--- src/rtl/hs4_tx.sv ---
// Source side of a 4-phase req/ack CDC handshake with synchronized ack.
// Optional REQ abort timer enabled by defining HS4_TIMEOUT_EN.
module hs4_tx #(
  parameter int N           = 8,
  parameter int SYNC_STAGES = 2,
  parameter int TIMEOUT_CYC = 64
) (
  input  logic         clk,
  input  logic         res,
  input  logic         in_valid,
  output logic         in_ready,
  input  logic [N-1:0] in_data,
  output logic         req_out,
  output logic [N-1:0] data_out,
  input  logic         ack_in,
  output logic         busy,
  output logic         done,
  output logic         timeout
);

  localparam logic [1:0] IDLE = 2'd0;
  localparam logic [1:0] REQ  = 2'd1;
  localparam logic [1:0] REL  = 2'd2;

  if (SYNC_STAGES < 2 || TIMEOUT_CYC < 2) begin : g_bad_cfg
    $error("hs4_tx: SYNC_STAGES and TIMEOUT_CYC must be >= 2");
  end

  logic [1:0]             state;
  logic [SYNC_STAGES-1:0] sync;
  logic                   ack_s;
  logic                   accept;
  logic                   expire;
  logic                   aborted;

  always_ff @(posedge clk or posedge res) begin
    if (res) sync <= '0;
    else     sync <= {sync[SYNC_STAGES-2:0], ack_in};
  end

  assign ack_s    = sync[SYNC_STAGES-1];
  assign busy     = (state != IDLE);
  // hold off a new word during the done cycle
  assign in_ready = (state == IDLE) && !ack_s && !done;
  assign accept   = in_valid && in_ready;

`ifdef HS4_TIMEOUT_EN
  localparam int CW = $clog2(TIMEOUT_CYC + 1);

  logic [CW-1:0] cnt;

  assign expire = (state == REQ) && !ack_s &&
                  (cnt == CW'(TIMEOUT_CYC - 1));

  always_ff @(posedge clk or posedge res) begin
    if (res) begin
      cnt     <= '0;
      aborted <= 1'b0;
      timeout <= 1'b0;
    end else begin
      timeout <= expire;
      if (accept)
        cnt <= '0;
      else if (state == REQ && !ack_s)
        cnt <= cnt + 1'b1;
      if (expire)
        aborted <= 1'b1;
      else if (accept)
        aborted <= 1'b0;
    end
  end
`else
  assign expire  = 1'b0;
  assign aborted = 1'b0;
  assign timeout = 1'b0;
`endif

  always_ff @(posedge clk or posedge res) begin
    if (res) begin
      state    <= IDLE;
      req_out  <= 1'b0;
      data_out <= '0;
      done     <= 1'b0;
    end else begin
      done <= 1'b0;
      unique case (state)
        IDLE: begin
          if (accept) begin
            data_out <= in_data;
            req_out  <= 1'b1;
            state    <= REQ;
          end
        end
        REQ: begin
          if (ack_s || expire) begin
            req_out <= 1'b0;
            state   <= REL;
          end
        end
        REL: begin
          // an aborted word returns quietly
          if (!ack_s) begin
            state <= IDLE;
            done  <= !aborted;
          end
        end
        default: begin
          state   <= IDLE;
          req_out <= 1'b0;
        end
      endcase
    end
  end

endmodule

--- config.mk ---
export PLATFORM = sky130hd
export DESIGN_NAME = hs4_tx
export DESIGN_NICKNAME = d
export VERILOG_FILES = /design/src/rtl/hs4_tx.sv
export SDC_FILE = /design/constraint.sdc
export NUM_CORES = 1
export LEC_CHECK = 0
export CAP_MARGIN = 30
export CORE_AREA = 4 4 42 44
export CTS_BUF_LIST = sky130_fd_sc_hd__clkbuf_16
export DETAILED_ROUTE_END_ITERATION = 7
export DIE_AREA = 0 0 46 48
export PLACE_DENSITY = 0.76
export REMOVE_ABC_BUFFERS = 1
export SYNTH_ARGS = -nofsm -noshare
export SYNTH_HDL_FRONTEND = slang
export SYNTH_SLANG_ARGS = --single-unit
--- constraint.sdc ---
create_clock -name clk -period 3.8 [get_ports clk]
set_input_delay 0.57 -clock clk [delete_from_list [all_inputs] [get_ports clk]]
set_output_delay 0.57 -clock clk [all_outputs]
set_load 0.01 [all_outputs]
==> results of run 1 <==
## power by group through the flow
stage                     logic, mW  clock network, mW  registers, mW
after detailed placement      0.253                  0          0.249
after global placement        0.250                  0          0.245
after global routing          0.265              0.205          0.256
final                         0.248              0.192          0.247
after floorplan              0.0853                  0          0.271
after CTS                     0.253              0.197          0.248
## kinds of logic (layout without fill, tap and decap cells)
family	after synthesis	in the layout	share of synthesized area (%)
AND/OR/NAND/NOR	10	10	13.2
multiplexers	8	8	16.7
flip-flops	14	14	64.8
AO/OA/AOI/OAI	1	1	0.925
other	1	1	0.694
buffers and inverters	2	28	2.08
XOR/XNOR	1	1	1.62
## layout make-up
| type | count | area (um^2) |
|---|---|---|
| Fill cell | 116 | 574 |
| Clock buffer | 3 | 75.1 |
| Sequential cell | 14 | 350 |
| Multi-Input combinational cell | 21 | 179 |
| Timing Repair Buffer | 23 | 230 |
| Tap cell | 16 | 20.0 |
| Clock inverter | 1 | 3.75 |
| Inverter | 1 | 3.75 |
## flip-flops by register name (all words and copies together), names as in the netlist
register  flops
data_out      8
state         2
sync          2
done          1
req_out       1
## worst register-to-register path: stages, from the launching register on
cell and delay [ns]:
dfrtp_1 0.45, nor4_4 0.36, nand2_4 0.16, mux2_2 0.30
## cells in the final DEF, fill, tap and decap left out
cell | Yosys | final
clkdlybuf4s50_1 | 0 | 23
dfrtp_1 | 14 | 14
mux2_2 | 8 | 8
nand2_1 | 4 | 4
clkbuf_16 | 0 | 3
nor4_4 | 1 | 1
nand2_4 | 1 | 1
xor2_1 | 1 | 1
and2_1 | 1 | 1
o21ai_0 | 1 | 1
or2_2 | 1 | 1
nor3b_1 | 1 | 1
inv_1 | 1 | 1
nor2_1 | 1 | 1
conb_1 | 1 | 1
clkinv_1 | 0 | 1
## through the flow
step / cell area (um^2) / std cells / utilization (%)
floorplan: 533 / 36 / -
global placement: 783 / 75 / 54.5
detailed placement: 783 / 75 / 54.5
CTS: 862 / 79 / 60.0
global route: 862 / 79 / 60.0
finish: 862 / 79 / 60.0
## layer usage
metal,wire length (um),vias up
li1,-,175
met1,403,159
met2,452,18
met3,91,0
met4,0,0
met5,0,-
## how the worst max path moves through the flow
stage                     depth (start not counted)       end  startpoint
after floorplan                                   1  in_ready    state[1]
after global placement                            2  in_ready    state[1]
after detailed placement                          2  in_ready    state[1]
after CTS                                         2  in_ready    state[1]
after global routing                              2  in_ready    state[1]
final                                             2  in_ready    state[1]
==> impl_results.md, run 1 <==
- Die extent in y: 48 um
- Cell count of the worst reg-to-reg path: 3
- Fraction of layout cells with a size suffix above 1: 22.2%
- Site row count: 14
- Max VDD drop: about 0.40 mV
- Top-count cell post-synth: dfrtp_1
- DRC errors left: 0
- Register-to-register setup slack: 2.41 ns
- Via/cell ratio: 4.46
- Worst hold start: sync[0]
- DRT antenna net count: 0
- FMAX: 452 MHz
- RSZ-0062 raised after global routing: no
- Met1 Track Usage GR: 11.5%
- H-tree lvl count: 1
- Busiest layer in global routing: met2
- CP Launch Type: flop
- HP Class: reg2reg
- Number of global-route vias before repair: 368
- Most frequent cells after synthesis: dfrtp_1 (14), mux2_2 (8), nand2_1 (4)
- Post-synth top area cell: dfrtp_1
- Yosys top cell area share: 64.8%
- P_sw: 177 uW
- CP peak stage delay: 0.60 ns
- Max cap viols: 0
- Final-stage net count: 76
- Setup Buffers After CTS: 0
- Area grow syn2layout: 59.5%
- Largest cells by area after synthesis: dfrtp_1 (65%), mux2_2 (17%), nor4_4 (3.9%)
- Share of the yosys chip area belonging to registers: about 65%
- M3 GR Usage: approximately 2.3%
- IO Count: 25
- DR pass1 iterations: 1
- Critical-path cell list: nor4_4 > clkdlybuf4s50_1
- Hold_buf cts: 0
- Worst-Margin Slew: slightly above 0.5 ns
- Int Pwr: 510 uW
- Core region area: 1440 um^2
- Clk network pwr share: ~28%
- WHS Endpoint: sync[1]
- CP arrival: 1.64 ns
- YS warnings: 0
- Top cell family by delay on the critical path: buffers and inverters
- Final worst setup slack: 1.59 ns
- Hold Crit Depth: 0
- Post-Syn Area: 541 um^2
- Required @ worst endpoint: 3.23 ns
- Unique masters post-synth: 14
- Switching share of power: 25.7%
- RR Startpoint: state[1]
- Placer Congestion: 0.652
- Routed wire length: 948 um
- First-pass GRT wire length: 1520 um
- 1st-iter DRT viols: 0
- Power per cell area: 797 nW/um^2
- Cell count after synthesis: 37
- Crit-path max FO: 6
- Diode count: 0
- Result of the run: completed
- Clk sinks: 14
- Tot Pwr: 687 uW
- Num CTS Buffers: 3
- Post-CTS Resized: 0
- Clock period minus worst slack: about 2.2 ns
- Antenna violations before repair: 0
- Crit path buf inv count: 1
- Deepest clock path buffer count: 2
- FF+latch count, synth: 14
- Final setup TNS: 0 ns
- CP Capture Type: output port
- Clock transition at path regs: around 0.040 ns
- Post-route clock skew: 0.000802 ns
- Setup-failing EPs final: 0
- M2 GR Usage: 17.0%
- Root Driver: clkbuf_16
- Logic pwr share: 36.1%
- Sequential Power Share: between 30% and 40%
- Slew headroom: 65.3%
- Largest net degree at the start of global routing: 15
- Via count: 352
- Full die area: 2210 um^2
- Initial Utilization: between 30% and 40%
- CTS tree: yes
- Worst-Skew Late Latency: 0.24 ns
- Critical path class: reg2out
- Synth async-reset ratio: 100%
- P_leak: 0.384 nW
- Slowest cell on the critical path: clkdlybuf4s50_1
- GR Overflow Total: 0
- Fin crit share: around 58%
- Mean Syn Cell Area: roughly 15 um^2
- Crit Reg-Reg Endpoint: data_out[1]
- Final hold violations: 0
- IO buf count: 23
- Setup slack at placement: 1.83 ns
- GRT Total Usage: 9.46%
- Slew Limit Fails: 0
- DR WL/cell: 12.0 um
- Post-synth EDFFs: 0
- Worst hold margin: between 0.3 and 0.4 ns
- Primary FF master, synth: dfrtp_1
- Width of the chip: 46 um
No activity file was read; power rests on OpenSTA's default activity.
==> run 2, diff against run 1 <==
--- a/config.mk
+++ b/config.mk
@@ -6,11 +6,11 @@
 export NUM_CORES = 1
 export LEC_CHECK = 0
 export CAP_MARGIN = 30
-export CORE_AREA = 4 4 42 44
+export CORE_AREA = 4 4 43 45
 export CTS_BUF_LIST = sky130_fd_sc_hd__clkbuf_16
 export DETAILED_ROUTE_END_ITERATION = 7
-export DIE_AREA = 0 0 46 48
-export PLACE_DENSITY = 0.76
+export DIE_AREA = 0 0 47 49
+export PLACE_DENSITY = 0.73
 export REMOVE_ABC_BUFFERS = 1
 export SYNTH_ARGS = -nofsm -noshare
 export SYNTH_HDL_FRONTEND = slang
==> constraint.sdc (replaced) <==
create_clock -name clk -period 2.3 [get_ports clk]
set_input_delay 0.345 -clock clk [delete_from_list [all_inputs] [get_ports clk]]
set_output_delay 0.345 -clock clk [all_outputs]
set_load 0.01 [all_outputs]
==> run 2 against run 1 <==
  * Utilization fell by 1.7 points
  * Final area fell by 0.44%
  * Critical endpoint unchanged
  * Combinational power rose by 67%
  * Clock power rose by 62%
  * Clock skew barely moved
  * Sequential cell count did not move
  * Setup slack got worse by 1.3 ns
  * Global-route usage rose by 0.49 points
  * First-iteration DRC count did not move
  * Largest power group unchanged
  * Worst hold slack got worse by 0.023 ns
==> impl_results.md, run 2 (synthesis gave the netlist of run 1 again) <==
- Result of the run: completed
- Routed wire length: 937 um (-1.2%)
- DR WL/cell: 12.0 um (+0.11%)
- Setup slack at placement: 0.553 ns (-1.28 ns)
- Slew Limit Fails: 0 (unchanged)
- Fillers: 132 (+14%)
- Site row count: 14 (unchanged)
- DR pass1 iterations: 1 (unchanged)
- CP Launch Type: flop
- Slowest cell on the critical path: clkdlybuf4s50_1
- Required @ worst endpoint: 1.96 ns (-1.27 ns)
- Via/cell ratio: 4.62 (+3.6%)
- Crit-path max FO: 6 (unchanged)
- Most common cell after layout, fill and taps aside: clkdlybuf4s50_1
- P_leak: 0.382 nW (-0.41%)
- Deepest clock path buffer count: 2 (unchanged)
- CP arrival: 1.64 ns (about the same)
- H-tree lvl count: 1 (unchanged)
- Hold_buf cts: 0 (unchanged)
- Antenna violations before repair: 0 (unchanged)
- First-pass GRT wire length: 1560 um (+2.3%)
- Num CTS Buffers: 3 (unchanged)
- Clock period minus worst slack: 1.99 ns
- Clk sinks: 14 (unchanged)
- HP Class: reg2reg
- GRT Total Usage: 9.95% (+0.49 points)
- CP peak stage delay: 0.60 ns (about the same)
- 1st-iter DRT viols: 0 (unchanged)
- CP Capture Type: output port
- Slew headroom: 65.4% (+0.067 points)
- Root Driver: clkbuf_16
- Number of global-route vias before repair: 347 (-5.7%)
- Power per cell area: 1320 nW/um^2 (+65%)
- DRT antenna net count: 0 (unchanged)
- Final worst setup slack: 0.312 ns (-1.28 ns)
- Worst-Margin Slew: 0.518 ns (-0.00100 ns)
- HPWL after DPL: 716 um
- Setup-failing EPs final: 0 (unchanged)
- FMAX: 503 MHz
- Initial Utilization: 36.7% (-0.90 points)
- Critical-path cell list: nor4_4 > clkdlybuf4s50_1
- Post-route clock skew: 0.000711 ns (-0.0000907 ns)
- RSZ-0062 raised after global routing: no
- Full die area: 2300 um^2 (+4.3%)
- Register with the most flip-flops: data_out
- Setup Buffers After CTS: 0 (unchanged)
- Area grow syn2layout: 58.8%
- Die extent in y: 49 um (+2.1%)
- Diode count: 0 (unchanged)
- GR Overflow Total: 0 (unchanged)
- DRC errors left: 0 (unchanged)
- Critical path class: reg2out
- Final setup TNS: 0 ns (unchanged)
- Final hold violations: 0 (unchanged)
- Flip-flop count of the largest register after layout: 8 (unchanged)
- Final Core Density: 58.3% (-1.7 points)
- Fin crit share: slightly below 90%
- Via count: 360 (+2.3%)
- Clock transition at path regs: 0.04 ns (about the same)
- Final-stage net count: 76 (unchanged)
- Core region area: 1470 um^2 (+2.4%)
- Largest net degree at the start of global routing: 15 (unchanged)
- Max cap viols: 0 (unchanged)
- Placer Congestion: 0.636 (-2.4%)
- Most frequent cells in the layout: clkdlybuf4s50_1 (23), dfrtp_1 (14), mux2_2 (8)
- Max VDD drop: 0.668 mV (+68%)
- IO Count: 25 (unchanged)
- Fraction of layout cells with a size suffix above 1: 22.6% (+0.36 points)
- Post-CTS Resized: 0 (unchanged)
- IO buf count: 23 (unchanged)
- CTS tree: yes
- Worst-Skew Late Latency: 0.24 ns (about the same)
- Width of the chip: 47 um (+2.2%)
- Largest regs: data_out (8), state (2), sync (2)
## run 2: changes by cell type in the layout (fill, tap and decap cells not counted), sizes merged
cell and delta:
clkinv -1
## run 2: metal layers
| layer | share of wire (%) | track usage [%] |
|---|---|---|
| met4 | 1.3 | 8.29 |
| met2 | 49 | 14.3 |
| met1 | 40 | 11.3 |
| met3 | 8.9 | 3.32 |
| met5 | 0 | 0 |
## run 2: cell type report
| cell class | instances | area [um^2] | share of cell area, % |
|---|---|---|---|
| clock buffer | 3 | 75.1 | 8.75 |
| multi-input combinational | 21 | 179 | 20.8 |
| timing repair buffer | 23 | 230 | 26.8 |
| sequential | 14 | 350 | 40.8 |
| inverter | 1 | 3.75 | 0.437 |
| tap | 16 | 20.0 | 2.33 |
## run 2: final timing paths
kind	startpoint	to	cells past startpoint	slack [ns]
worst min-delay path	sync[0]	sync[1]	0	0.35
worst min register to register	sync[0]	sync[1]	0	0.35
min in group asynchronous	res	data_out[3]	2	0.44
max in group asynchronous	res	done	2	1.51
worst max-delay path	state[1]	in_ready	2	0.31
worst max register to register	state[1]	data_out[7]	3	0.94
## run 2: metrics by stage
step	power, mW	hold WS, ns	instance area, um^2	cells
finish	1.13	0.346	858	78
CTS	1.16	0.348	858	78
floorplan	0.589	0.234	533	36
detailed placement	0.832	0.339	783	75
global placement	0.821	0.331	783	75
global route	1.20	0.359	858	78
## run 2: critical path: cells and delay by family, from the launching register on
kind	cells	cell delay (ns)
buffers and inverters	1	0.60
flip-flops	1	0.44
AND/OR/NAND/NOR	1	0.37
## run 2: report_power, final
part           switching (mW)  leakage [nW]  internal, mW
Combinational           0.144         0.177         0.270
Sequential             0.0625         0.168         0.344
Clock                  0.0855        0.0370         0.226
==> run 3, diff against run 2 <==
--- a/config.mk
+++ b/config.mk
@@ -10,6 +10,7 @@
 export CTS_BUF_LIST = sky130_fd_sc_hd__clkbuf_16
 export DETAILED_ROUTE_END_ITERATION = 7
 export DIE_AREA = 0 0 47 49
+export GPL_TIMING_DRIVEN = 1
 export PLACE_DENSITY = 0.73
 export REMOVE_ABC_BUFFERS = 1
 export SYNTH_ARGS = -nofsm -noshare
==> results of run 3 <==
Same layout as run 2: the final DEF is identical, and so are final timing and power.
